$ cat config.mk
export PLATFORM = sky130hd
export DESIGN_NAME = ps2_uart_frame_tx
export DESIGN_NICKNAME = d
export VERILOG_FILES = /design/src/rtl/ps2_uart_frame_tx.sv
export SDC_FILE = /design/constraint.sdc
export NUM_CORES = 1
export LEC_CHECK = 0
export ABC_AREA = 1
export CAP_MARGIN = 0
export CORE_ASPECT_RATIO = 1.5
export CORE_MARGIN = 2
export CORE_UTILIZATION = 30
export CTS_CLUSTER_DIAMETER = 120
export DETAILED_ROUTE_END_ITERATION = 8
export HOLD_SLACK_MARGIN = 0.1
export PLACE_DENSITY_LB_ADDON = 0.12
export SYNTH_ARGS = -nofsm -noshare
export SYNTH_HDL_FRONTEND = slang
export SYNTH_SLANG_ARGS = --single-unit
$ cat constraint.sdc
create_clock -name CLK -period 7.2 [get_ports CLK]
set_input_delay 1.8 -clock CLK [delete_from_list [all_inputs] [get_ports CLK]]
set_output_delay 1.8 -clock CLK [all_outputs]
set_load 0.02 [all_outputs]
$ cat src/rtl/ps2_uart_frame_tx.sv
// PS/2 scancode capture FIFO feeding a framed UART byte stream.
// Frame: HEADER, LEN, LEN payload bytes, optional XOR checksum; partial frames flush on idle timeout.
module ps2_uart_frame_tx #(
  parameter int unsigned FIFO_AW      = 4,
  parameter int unsigned FRAME_LEN    = 4,
  parameter logic [7:0]  HEADER       = 8'hA5,
  parameter bit          CHK_EN       = 1'b1,
  parameter int unsigned FLUSH_CYCLES = 50_000_000
) (
  input  logic             CLK,
  input  logic             RSTn,
  input  logic             PS2_Done_Sig,
  input  logic [7:0]       KeyBoardData,
  input  logic             TX_Done_Sig,
  output logic             TX_En_Sig,
  output logic [7:0]       TX_Data,
  output logic [FIFO_AW:0] Fifo_Count,
  output logic             Overflow_Sig,
  output logic             Busy_Sig
);

  // state  | meaning
  // S_IDLE | waiting for a full frame or idle-timeout flush
  // S_SEND | TX_En_Sig high, TX_Data holds the current frame byte
  // S_GAP  | one low cycle between bytes; selects the next byte or ends the frame

  localparam int unsigned DEPTH = 2 ** FIFO_AW;
  localparam int unsigned TW    = (FLUSH_CYCLES > 0) ? $clog2(FLUSH_CYCLES + 1) : 1;

  localparam logic [TW-1:0]      TMR_LOAD  = TW'(FLUSH_CYCLES);
  localparam logic [TW-1:0]      TMR_ONE   = TW'(1);
  localparam logic [FIFO_AW:0]   DEPTH_W   = (FIFO_AW + 1)'(DEPTH);
  localparam logic [FIFO_AW:0]   FLEN_W    = (FIFO_AW + 1)'(FRAME_LEN);
  localparam logic [FIFO_AW:0]   CNT_ONE   = (FIFO_AW + 1)'(1);
  localparam logic [FIFO_AW-1:0] PTR_ONE   = FIFO_AW'(1);

  typedef enum logic [1:0] {S_IDLE, S_SEND, S_GAP} state_t;
  typedef enum logic [1:0] {P_HDR, P_LEN, P_PAY, P_CHK} phase_t;

  state_t             state, state_d;
  phase_t             phase, phase_d;
  logic [FIFO_AW:0]   idx, idx_d;
  logic [FIFO_AW:0]   len_q, len_d;
  logic [7:0]         chk_q, chk_d;
  logic [7:0]         data_q, data_d;

  logic               ps2_q, ps2_qq;
  logic [7:0]         kbd_q;
  logic [7:0]         mem [DEPTH];
  logic [FIFO_AW-1:0] wr_ptr, rd_ptr;
  logic [FIFO_AW:0]   count;
  logic               ovf;
  logic [TW-1:0]      tmr;

  logic               capture, push, pop, start;
  logic               start_full, start_flush;
  logic [7:0]         rd_byte;

  assign capture     = ps2_q & ~ps2_qq;
  assign push        = capture && (count != DEPTH_W);
  assign start_full  = (count >= FLEN_W);
  assign start_flush = (FLUSH_CYCLES != 0) && (tmr == '0) && (count != '0);
  assign rd_byte     = mem[rd_ptr];

  always_ff @(posedge CLK or negedge RSTn) begin
    if (!RSTn) state <= S_IDLE;
    else       state <= state_d;
  end

  always_comb begin
    state_d = state;
    phase_d = phase;
    idx_d   = idx;
    len_d   = len_q;
    chk_d   = chk_q;
    data_d  = data_q;
    pop     = 1'b0;
    start   = 1'b0;
    unique case (state)
      S_IDLE: begin
        if (start_full || start_flush) begin
          start   = 1'b1;
          state_d = S_SEND;
          phase_d = P_HDR;
          len_d   = start_full ? FLEN_W : count;
          data_d  = HEADER;
          chk_d   = '0;
        end
      end
      S_SEND: begin
        if (TX_Done_Sig) state_d = S_GAP;
      end
      S_GAP: begin
        state_d = S_SEND;
        unique case (phase)
          P_HDR: begin
            phase_d = P_LEN;
            data_d  = 8'(len_q);
            chk_d   = 8'(len_q);
          end
          P_LEN: begin
            phase_d = P_PAY;
            idx_d   = '0;
            pop     = 1'b1;
            data_d  = rd_byte;
            chk_d   = chk_q ^ rd_byte;
          end
          P_PAY: begin
            if (idx == len_q - CNT_ONE) begin
              if (CHK_EN) begin
                phase_d = P_CHK;
                data_d  = chk_q;
              end else begin
                state_d = S_IDLE;
              end
            end else begin
              idx_d  = idx + CNT_ONE;
              pop    = 1'b1;
              data_d = rd_byte;
              chk_d  = chk_q ^ rd_byte;
            end
          end
          default: state_d = S_IDLE;
        endcase
      end
      default: state_d = S_IDLE;
    endcase
  end

  always_ff @(posedge CLK or negedge RSTn) begin
    if (!RSTn) begin
      phase  <= P_HDR;
      idx    <= '0;
      len_q  <= '0;
      chk_q  <= '0;
      data_q <= '0;
    end else begin
      phase  <= phase_d;
      idx    <= idx_d;
      len_q  <= len_d;
      chk_q  <= chk_d;
      data_q <= data_d;
    end
  end

  always_ff @(posedge CLK or negedge RSTn) begin
    if (!RSTn) begin
      ps2_q  <= 1'b0;
      ps2_qq <= 1'b0;
      kbd_q  <= '0;
      wr_ptr <= '0;
      rd_ptr <= '0;
      count  <= '0;
      ovf    <= 1'b0;
    end else begin
      ps2_q  <= PS2_Done_Sig;
      ps2_qq <= ps2_q;
      kbd_q  <= KeyBoardData;
      if (push) wr_ptr <= wr_ptr + PTR_ONE;
      if (pop)  rd_ptr <= rd_ptr + PTR_ONE;
      if (capture && !push) ovf <= 1'b1;
      case ({push, pop})
        2'b10:   count <= count + CNT_ONE;
        2'b01:   count <= count - CNT_ONE;
        default: count <= count;
      endcase
    end
  end

  always_ff @(posedge CLK) begin
    if (push) mem[wr_ptr] <= kbd_q;
  end

  // Down-counter reloads on activity; reaching zero is the flush condition.
  always_ff @(posedge CLK or negedge RSTn) begin
    if (!RSTn)                               tmr <= TMR_LOAD;
    else if (push || start || count == '0)   tmr <= TMR_LOAD;
    else if (state == S_IDLE && tmr != '0)   tmr <= tmr - TMR_ONE;
  end

  assign TX_En_Sig    = (state == S_SEND);
  assign Busy_Sig     = (state != S_IDLE);
  assign TX_Data      = data_q;
  assign Fifo_Count   = count;
  assign Overflow_Sig = ovf;

endmodule

==> results.json <==
{
  "globalRouteMet2Util_pct": 27.4,
  "rsz0062_at_grt": "false",
  "period_needed_ps": 3830,
  "end_kind": "primary output",
  "n_fill_cell": 3191,
  "endpoint": "Busy_Sig",
  "synth_area_leaders": "edfxtp_1 (40%), dfrtp_1 (18%), nand2_1 (10%)",
  "postRouteAntennaNets": 0,
  "synthFlopType": "edfxtp_1",
  "ir_drop_mv": 0.171,
  "clockRootBuffer": "clkbuf_16",
  "min_path_type": "flop to flop",
  "syn_nets": 1047,
  "drt_iter0_markers": 315,
  "worst_slew_pin_slew_ps": 906,
  "fin_nets": 1076,
  "synth-seq-cells": 208,
  "antenna_found_initial": 0,
  "yosys.area.top_type": "edfxtp_1",
  "grt.overflow.total": 0,
  "ys_warn_count": 0,
  "cp_max_fo": 5,
  "cts_tree": "done",
  "ys_types": 41,
  "slew_headroom_pct": 39.4,
  "drc": 0,
  "timing.hold.ws_ps": 376,
  "hold_viol_final": 0,
  "ctsHoldBuffers": 0,
  "routed_wl_mm": 24.6,
  "synth.avg_cell_area_um2": 9.48,
  "path_cells": "nor2_1 -> inv_1 -> clkdlybuf4s50_1",
  "die_y_um": 224,
  "max_freq_mhz": 261,
  "synth_seq_area_share_pct": 60.7,
  "viasPerCell": 4.57,
  "die_area_mm2": 0.0337,
  "crit_start": "state[1]",
  "max_cap_viol_count": 0,
  "crit_path_top_delay_cell": "clkdlybuf4s50_1",
  "htree_levels": 1,
  "die_w_um": 150,
  "rrSetupSlack_ps": 4000,
  "synthArstFlopShare_pct": 38.5,
  "clock_sinks": 208,
  "final_common_cell": "nand2_1",
  "synth-edff-count": 128,
  "ioPinCount": 28,
  "finalCritPeriodShare_pct": 53.2,
  "synthCells": 1018,
  "busiest_layer": "met2",
  "grt_pass1_vias": 6918,
  "arrival_ps": 2030,
  "vias": 6742,
  "core-area_mm2": 0.0317,
  "hpwl_mm": 16.5,
  "worstSkewPairLatency_ps": 530,
  "total_power_w": 0.00391,
  "syn_to_final_growth_pct": 15.3,
  "routedWlPerCell_um": 16.7,
  "cts_buffers": 24,
  "cellPowerDensity_mw_per_mm2": 352,
  "drtPass1Iterations": 4,
  "track_usage_pct": 15.2,
  "fp-row-count": 80,
  "cp.required_ps": 5400,
  "clock_path_buffers": 3,
  "antenna_cells": 0,
  "cts.clk_slew.worst_paths_ps": 60,
  "gp_congestion": 0.779,
  "crit_type": "flop to primary output",
  "fin_skew_ps": 10.8,
  "leakagePower_nw": 4.52,
  "grt_pass1_wl_mm": 39.1,
  "syn_area_mm2": 0.00965,
  "yosys.area.top_type_share_pct": 39.8,
  "grt_use_met3_pct": 1.91,
  "slowest_delay_ps": 560,
  "cts-resized-gates": 0,
  "slew_viol_final": 0,
  "drive_above_1_share_pct": 7.70,
  "met1_usage_pct": 18.1,
  "port_buffers": 27,
  "cts_setup_buffers": 0,
  "finalSetupViolCount": 0,
  "status": "completed",
  "setup_tns_ps": 0,
  "r2r_end": "Fifo_Count[4]",
  "rr_worst_depth": 15,
  "startpoint_type": "flop",
  "r2r-start": "phase[0]",
  "grt_max_degree": 73,
  "layout_common_cells": "nand2_1 (267), nor2_1 (146), edfxtp_1 (128)",
  "start_util_pct": 30.4
}
==> cell type report <==
class                      count  area, µm²  area share (%)
sequential                   208       5860            52.7
multi-input combinational    693       3310            29.7
clock buffer                  34        709            6.37
tap                          410        513            4.61
inverter                      90        338            3.04
timing repair buffer          30        290            2.61
clock inverter                10        110           0.989
==> per-layer routing <==
layer,vias up,part of all wire (%)
met5,-,0
met4,0,3.3
met3,38,2.7
met2,95,52
met1,3198,42
li1,3411,-
==> power breakdown <==
| part | total [W] | switching [W] | internal, W |
|---|---|---|---|
| combinational | 0.00112 | 0.000789 | 0.000334 |
| clock | 0.00126 | 0.000496 | 0.000760 |
| sequential | 0.00153 | 0.000116 | 0.00142 |
| total | 0.00391 | 0.00140 | 0.00251 |
==> sequential cells by signal, indices dropped and copies added (netlist names) <==
| name | cells |
|---|---|
| mem | 128 |
| tmr | 26 |
| TX_Data | 8 |
| chk_q | 8 |
| kbd_q | 8 |
| Fifo_Count | 5 |
| idx | 5 |
| len_q | 5 |
| rd_ptr | 4 |
| wr_ptr | 4 |
| phase | 2 |
| state | 2 |
| Overflow_Sig | 1 |
| ps2_q | 1 |
| ps2_qq | 1 |
==> stage by stage <==
stage / cells / utilization [%] / instance area, µm² / setup slack [ps]
finish: 1475 / 35.1 / 11100 / 3370
global route: 1475 / 35.1 / 11100 / 3270
CTS: 1475 / 35.1 / 11100 / 3340
detailed placement: 1431 / 32.5 / 10300 / 3910
global placement: 1431 / 32.5 / 10300 / 3920
floorplan: 1018 / - / 9650 / 4430
==> kinds of logic (layout without fill, tap and decap cells) <==
kind of cell | Yosys count | after routing | share of synthesized area, %
xor gates and xnor gates | 25 | 25 | 2.27
and+or+nand+nor | 528 | 528 | 22.8
adders and majority gates | 17 | 17 | 2.28
AOI/OAI and AO/OA | 123 | 123 | 6.94
DFF | 208 | 208 | 60.7
buffers and inverters | 117 | 164 | 5.02
==> how the worst min path moves through the flow <==
stage / startpoint / slack (ps) / depth (start not counted) / to
floorplan: ps2_q / 350 / 0 / ps2_qq
global placement: ps2_q / 360 / 0 / ps2_qq
detailed placement: ps2_q / 370 / 0 / ps2_qq
CTS: ps2_q / 380 / 0 / ps2_qq
global route: ps2_q / 380 / 0 / ps2_qq
finish: ps2_q / 380 / 0 / ps2_qq
==> Yosys cell counts, types with 2 or more instances <==
master,count
a21oi_1,45
xnor2_1,4
o211ai_1,5
buf_4,2
edfxtp_1,128
nand4_1,5
a21oi_2,3
xor2_1,21
inv_2,3
nor2_2,6
o21ai_1,5
nand3b_1,6
dfrtp_1,68
nand3_1,77
o22ai_1,2
ha_1,16
clkbuf_1,14
dfstp_2,12
a31oi_1,2
nand2_4,4
o21ai_0,55
or2_2,2
o31ai_1,2
nand2_2,7
nand2_1,267
nor3_1,6
buf_2,7
nor2_1,146
inv_1,86
==> critical path: cells and delay by family (launching register included) <==
| kind | cells | cell delay (ps) |
|---|---|---|
| and+or+nand+nor | 1 | 450 |
| buffers and inverters | 2 | 650 |
| DFF | 1 | 410 |
No activity file was read; power rests on OpenSTA's default activity.
